## config.mk

```make
export PLATFORM = sky130hd
export DESIGN_NAME = btn_event_decoder
export DESIGN_NICKNAME = d
export VERILOG_FILES = /design/src/rtl/btn_event_decoder.sv
export SDC_FILE = /design/constraint.sdc
export NUM_CORES = 1
export LEC_CHECK = 0
export CAP_MARGIN = 20
export CORE_MARGIN = 1
export CORE_UTILIZATION = 56
export CTS_CLUSTER_DIAMETER = 100
export DETAILED_ROUTE_END_ITERATION = 8
export PLACE_DENSITY = 0.75
export SLEW_MARGIN = 20
export SYNTH_ARGS = -nofsm -noshare
export SYNTH_HDL_FRONTEND = slang
export SYNTH_SLANG_ARGS = --single-unit
```

## constraint.sdc

```tcl
create_clock -name clk -period 2.6 [get_ports clk]
set_input_delay 0.26 -clock clk [delete_from_list [all_inputs] [get_ports clk]]
set_output_delay 0.26 -clock clk [all_outputs]
set_load 0.02 [all_outputs]
```

## src/rtl/btn_event_decoder.sv

```systemverilog
// Debounces a synchronized button level and classifies it into one-cycle
// press/release/long/repeat events using a single shared counter.
module btn_event_decoder #(
   parameter int DEBOUNCE_CYCLES = 1_000_000,
   parameter int LONG_CYCLES     = 100_000_000,
   parameter int REPEAT_CYCLES   = 20_000_000
) (
   input  logic clk,
   input  logic rst,
   input  logic btn_sync,
   output logic btn_level,
   output logic press_pulse,
   output logic release_pulse,
   output logic long_pulse,
   output logic repeat_pulse,
   output logic long_held
);

   localparam int MAX_DL = (DEBOUNCE_CYCLES > LONG_CYCLES) ?
                           DEBOUNCE_CYCLES : LONG_CYCLES;
   localparam int MAX_C  = (MAX_DL > REPEAT_CYCLES) ? MAX_DL : REPEAT_CYCLES;
   localparam int CW     = $clog2(MAX_C) + 1;

   localparam logic [CW-1:0] DB_TC   = CW'(DEBOUNCE_CYCLES - 1);
   localparam logic [CW-1:0] LONG_TC = CW'(LONG_CYCLES - 1);
   localparam logic [CW-1:0] RPT_TC  = CW'(REPEAT_CYCLES - 1);

   typedef enum logic [2:0] {
      IDLE,
      DB_PRESS,
      PRESSED,
      LONG_HELD,
      DB_RELEASE
   } state_t;

   state_t        state_q, state_d;
   logic [CW-1:0] cnt_q, cnt_d;
   logic          level_q, level_d;
   logic          long_held_q, long_held_d;
   logic          press_q, press_d;
   logic          release_q, release_d;
   logic          long_q, long_d;
   logic          repeat_q, repeat_d;

   always_comb begin
      state_d     = state_q;
      cnt_d       = cnt_q;
      level_d     = level_q;
      long_held_d = long_held_q;
      press_d     = 1'b0;
      release_d   = 1'b0;
      long_d      = 1'b0;
      repeat_d    = 1'b0;
      unique case (state_q)
         IDLE: begin
            if (btn_sync) begin
               state_d = DB_PRESS;
               cnt_d   = '0;
            end
         end
         DB_PRESS: begin
            if (!btn_sync) begin
               state_d = IDLE;
               cnt_d   = '0;
            end else if (cnt_q == DB_TC) begin
               state_d = PRESSED;
               cnt_d   = '0;
               level_d = 1'b1;
               press_d = 1'b1;
            end else begin
               cnt_d = cnt_q + CW'(1);
            end
         end
         PRESSED: begin
            if (!btn_sync) begin
               state_d = DB_RELEASE;
               cnt_d   = '0;
            end else if (cnt_q == LONG_TC) begin
               state_d     = LONG_HELD;
               cnt_d       = '0;
               long_d      = 1'b1;
               long_held_d = 1'b1;
            end else begin
               cnt_d = cnt_q + CW'(1);
            end
         end
         LONG_HELD: begin
            if (!btn_sync) begin
               state_d = DB_RELEASE;
               cnt_d   = '0;
            end else if (cnt_q == RPT_TC) begin
               cnt_d    = '0;
               repeat_d = 1'b1;
            end else begin
               cnt_d = cnt_q + CW'(1);
            end
         end
         DB_RELEASE: begin
            // a bounce back to 1 resumes the hold with a fresh count
            if (btn_sync) begin
               state_d = long_held_q ? LONG_HELD : PRESSED;
               cnt_d   = '0;
            end else if (cnt_q == DB_TC) begin
               state_d     = IDLE;
               cnt_d       = '0;
               level_d     = 1'b0;
               long_held_d = 1'b0;
               release_d   = 1'b1;
            end else begin
               cnt_d = cnt_q + CW'(1);
            end
         end
         default: begin
            state_d = IDLE;
            cnt_d   = '0;
         end
      endcase
   end

   always_ff @(posedge clk) begin
      if (rst) begin
         state_q     <= IDLE;
         cnt_q       <= '0;
         level_q     <= 1'b0;
         long_held_q <= 1'b0;
         press_q     <= 1'b0;
         release_q   <= 1'b0;
         long_q      <= 1'b0;
         repeat_q    <= 1'b0;
      end else begin
         state_q     <= state_d;
         cnt_q       <= cnt_d;
         level_q     <= level_d;
         long_held_q <= long_held_d;
         press_q     <= press_d;
         release_q   <= release_d;
         long_q      <= long_d;
         repeat_q    <= repeat_d;
      end
   end

   assign btn_level     = level_q;
   assign long_held     = long_held_q;
   assign press_pulse   = press_q;
   assign release_pulse = release_q;
   assign long_pulse    = long_q;
   assign repeat_pulse  = repeat_q;

endmodule

```

Word-level counts from Yosys, hierarchy flattened
Cells that the tools add are included.
{ "totals": {"reg_bits": 37, "wordCells": 72} }
{ "classes": {"n_addsub": 1, "n_eq_ne": 18, "n_mux": 30, "bitwise_logic": 5, "n_reduce_logical": 10} }
{ "ops": {"columns": ["op", "count"], "rows": [
  ["28-bit 2-to-1 mux", 8],
  ["28-bit case mux with 5 select lines", 1],
  ["28-bit by 1-bit adder with 28-bit output, second input constant", 1],
  ["28-bit by 20-bit == test with 1-bit output, second input constant", 1],
  ["28-bit by 25-bit == test with 1-bit output, second input constant", 1],
  ["28-bit by 27-bit == test with 1-bit output, second input constant", 1],
  ["3-bit 2-to-1 mux", 8],
  ["2-bit != test, second input constant", 8],
  ["3-bit case mux with 5 select lines", 1],
  ["5-bit AND reduction", 3],
  ["3-bit OR reduction", 4],
  ["1-bit 2-to-1 mux", 10],
  ["3-bit != test, second input constant", 3],
  ["3-bit by 2-bit == test with 1-bit output, second input constant", 2],
  ["1-bit inverter", 5],
  ["1-bit case mux with 2 select lines", 2],
  ["2-bit nonzero test", 2],
  ["3-bit by 1-bit == test with 1-bit output, second input constant", 1],
  ["3-bit == test, second input constant", 1],
  ["3-bit zero test", 1]
]} }

Longest topological paths before layout
Gate-level depths: netlist of the first run.
{ "logic_depth": {"word_depth": 4, "mapped_depth": 9, "depth_no_buf": 8} }

Worst setup path after synthesis of the first run
OpenSTA, ideal clock, no wires.
{ "synth_path": {"path_kind": "reg2reg", "start": "reg cnt_q[0]", "end": "reg state_q[0]", "setup_ns": 0.078, "arrival_time_ns": 1.978, "required_ns": 2.522, "setup_slack_ns": 0.544, "stages_incl_launch_ff": 9, "path_buffers": 0, "period_less_slack_ns": 2.056, "path_cell_list": "dfxtp_1 -> ha_1 -> nand4_4 -> nor2_2 -> nand3_1 -> or4_4 -> a21oi_1 -> a31oi_1 -> nor3_1"} }
{ "synth_between": {"elab_chain_len": 3, "word_cells_on_any_way": 6, "classes_between": "5 x eq/ne; 1 x reduce/logical"} }
{ "synth_lines": {"columns": ["element", "line_no", "rtl"], "rows": [
  ["start, declared", "37", "logic [CW-1:0] cnt_q, cnt_d;"],
  ["start signal, assigned", "132", "cnt_q <= cnt_d;"],
  ["28-bit by 20-bit == test with 1-bit output or 28-bit by 27-bit == test with 1-bit output (tied branches)", "65, 103, 78", null],
  ["3-bit != test (no source line)", null, null],
  ["5-bit AND reduction (no source line) (*)", null, null],
  ["end signal, assigned", "131", "state_q <= state_d;"],
  ["end, declared", "36", "state_t state_q, state_d;"]
]} }
Every way passes the cells marked *; elsewhere a longest branch is shown, timed or not.
A chain may end at the register's enable or synchronous reset.

Worst setup path after layout of the first run
{ "layout_path": {"start": "reg cnt_q[1]", "end": "reg cnt_q[10]"} }
{ "layout_between": {"elab_chain_len": 4, "word_cells_on_any_way": 12, "classes_between": "1 x add/sub; 3 x eq/ne; 8 x mux"} }
{ "layout_lines": {"columns": ["element", "line_no", "rtl"], "rows": [
  ["28-bit by 1-bit adder with 28-bit output, or another cell as far along", null, null],
  ["28-bit 2-to-1 mux (on tied branches) (2 in a row)", null, null],
  ["28-bit case mux with 5 select lines (*)", "54", "unique case (state_q)"]
]} }
Marks and branches as above.

==> key figures, run 1 <==
Place
  • Detailed placer's ending HPWL: 3.438 mm
  • # port buffers: 8
  • Area of placed instances: between 2000 and 2500 um2
  • Gpl congestion: 0.8666

Min path
  • Hold Crit Start: btn_level
  • Min-delay worst type: flip-flop to flip-flop
  • Hold depth: 2
  • WHS Endpoint: btn_level

Clock tree
  • H-tree levels: 2
  • Clk buf depth: 2
  • Post-CTS sizing: 0
  • TritonCTS clock tree: built
  • Clock Sink Count: 37
  • CTS root buffer: clkbuf_8
  • CTS Hold Bufs: 0
  • Clk slew on worst S/H paths: 0.07 ns
  • Num CTS Buffers: 5
  • Post-CTS Setup Bufs: 0
  • Clock latency on the worst-skew pair: 0.31 ns

GRT
  • Antenna violations before repair: 0
  • Largest net degree at the start of global routing: 38
  • GRT Total Usage: between 20% and 30%
  • First-pass GRT wire length: ~8.4 mm
  • Gr ovfl total: 0
  • Vias in the first global route: 1,817

Setup path
  • Critical R2R Launch: cnt_q[1]
  • R2r endpoint: cnt_q[10]
  • Crit-path max FO: 7
  • CP Class: flip-flop to flip-flop
  • WP data required: 2.79 ns
  • Worst Setup Start Kind: flip-flop
  • Critical Path AT: 2.54 ns
  • Crit. End Element: flip-flop
  • Worst reg2reg setup slack: between 0.2 and 0.3 ns
  • Reg2Reg Depth: 8

Yosys
  • Syn Nets: 261
  • Syn Area/Cell: 8.033 um2
  • Post-synth EDFFs: 0
  • Mapped cell area: 2064 um2
  • Seq/Total Area, Yosys: between 30% and 40%
  • Area share of the largest cell type after synthesis: 35.88%
  • Netlist cell types: 51
  • Post-synth ARST share: 0%
  • Area contributors post-synth: dfxtp_1 36%, a21oi_1 5.6%, a31oi_1 4.8%, nand2_1 4.7%, nand3_1 4.4%
  • Gate Count Post-Synth: between 200 and 300
  • Most used DFF post-synth: dfxtp_1
  • Synth warn: 0
  • #FFs+latches synth: 37
  • Area leader, netlist: dfxtp_1

Detailed routing
  • WL/cell: between 15 and 20 um
  • Starting DRT DRC Count: ~170
  • Routed vias/inst: around 6.3
  • Residual DRC: 0
  • Drt first pass iters: 5
  • Routed Antenna Nets: 0
  • WL final: 5.152 mm
  • Vias: 2,001

Power
  • Static leakage: 0.7065 nW
  • PD cells: 443.9 nW/um2
  • Max VDD drop: 0.4849 mV

Layout
  • Most frequent cells in the layout: 37 x dfxtp_1, 26 x nand2_1, 23 x a21oi_1
  • Post-route cell area: 2316 um2
  • Nets: 276
  • Most common cell after layout, fill and taps aside: dfxtp_1
  • Fill cell count: 311
  • P&R area growth vs syn: 12.18%
  • Number of antenna diodes: 0
  • Share of post-route cells with drive strength above 1: about 14%

STA
  • Final hold vios: 0
  • Fin Setup TNS: 0 ns
  • Final Skew: 0.006234 ns
  • Max Clk Rate: roughly 0.43 GHz
  • Slew HR: 60.65%
  • Final Setup Violations: 0
  • Worst slew pin tran: 0.5889 ns
  • RSZ-0062 raised after global routing: false
  • Final period utilization: 90.33%
  • Min Tclk post-route: 2.349 ns
  • Final Max Tran Viols: 0

Floorplanning
  • Die height: 62.72 um
  • Die width: 62.72 um
  • Die area: about 4000 um2
  • Num ports: 9
  • Row Count: 21
  • Initial Util: about three fifths
  • Core ar.: 3442 um2

Run status
  • Outcome: completed

Flow run
  • Max Cap Violations: 0
==> critical path: stages, from the launching register on <==
cell	delay (ns)
dfxtp_1	0.41
ha_1	0.32
nand4_4	0.21
nor2_2	0.17
nand3_1	0.15
o21ai_2	0.37
nand2_1	0.25
nand2b_2	0.24
o22ai_1	0.11
==> layout make-up <==
type	instances	area, um2	share of cell area (%)
Clock buffer	8	80.08	3.458
Inverter	7	26.28	1.135
Multi-Input combinational cell	201	1241	53.59
Sequential cell	37	740.7	31.98
Tap cell	46	57.56	2.485
Timing Repair Buffer	20	170.2	7.347
==> where the power goes <==
group	internal, mW	switching [mW]	leakage [nW]	total (mW)
sequential	0.568	0.00292	0.298	0.571
clock	0.191	0.211	0.0395	0.401
combinational	0.0206	0.0348	0.369	0.0554
==> Yosys cell counts (5+ instances only) <==
cell type	instances
o21ai_2	7
nor2_1	21
o21ai_0	10
nor3_1	5
nand2_1	26
a21oi_1	23
dfxtp_1	37
nand3_1	18
nand4_1	7
nor4_1	5
clkbuf_1	8
a31oi_1	16
and3_1	8
inv_1	6
==> flip-flops by register name, summed over array words and instances, names as in the netlist <==
register,flops
btn_level,1
cnt_q,28
long_held,1
long_pulse,1
press_pulse,1
release_pulse,1
repeat_pulse,1
state_q,3
==> per-layer routing <==
| metal | share of wire, % | GRT usage (%) |
|---|---|---|
| met4 | 2.2 | 16.57 |
| met2 | 45 | 40.63 |
| met5 | 0 | 0 |
| met3 | 6.9 | 6.387 |
| met1 | 46 | 36.32 |
==> through the flow <==
stage	setup WS [ns]	util, %	std cells	total power [mW]	hold slack (ns)
finish	0.2514	67.28	319	1.028	0.5086
global route	0.03326	67.28	319	1.056	0.5426
CTS	0.08121	66.70	318	1.025	0.5021
detailed placement	-0.002479	64.38	310	0.6354	0.4870
global placement	0.03325	64.38	310	0.6355	0.4903
floorplan	0.5440	-	257	0.6162	0.4516
==> kinds of logic after synthesis <==
group / count (synthesis) / share of synthesized area (%)
DFF: 37 / 35.88
muxes: 1 / 0.4849
and+or+nand+nor: 123 / 34.48
xor gates and xnor gates: 3 / 1.273
buffers and inverters: 20 / 4.969
AOI/OAI and AO/OA: 72 / 22.30
adders and majority gates: 1 / 0.6060
==> worst max-delay path by stage <==
stage / slack (ns) / end / cells after the start / from
floorplan: 0.54 / state_q[0] / 8 / cnt_q[0]
global placement: 0.03 / cnt_q[15] / 6 / btn_sync
detailed placement: -0.002 / cnt_q[7] / 6 / btn_sync
CTS: 0.08 / cnt_q[15] / 6 / state_q[2]
global route: 0.03 / cnt_q[4] / 8 / cnt_q[1]
finish: 0.25 / cnt_q[10] / 8 / cnt_q[1]
Note: power is estimated with default switching activity, not from simulation.
==> run 2: changes to the inputs <==
--- a/config.mk
+++ b/config.mk
@@ -5,6 +5,7 @@
 export SDC_FILE = /design/constraint.sdc
 export NUM_CORES = 1
 export LEC_CHECK = 0
+export ABC_CLOCK_PERIOD_IN_PS = 2600
 export CAP_MARGIN = 20
 export CORE_MARGIN = 1
 export CORE_UTILIZATION = 56
==> results of run 2 <==
No change in the layout: final DEF, timing and power equal those of run 1.
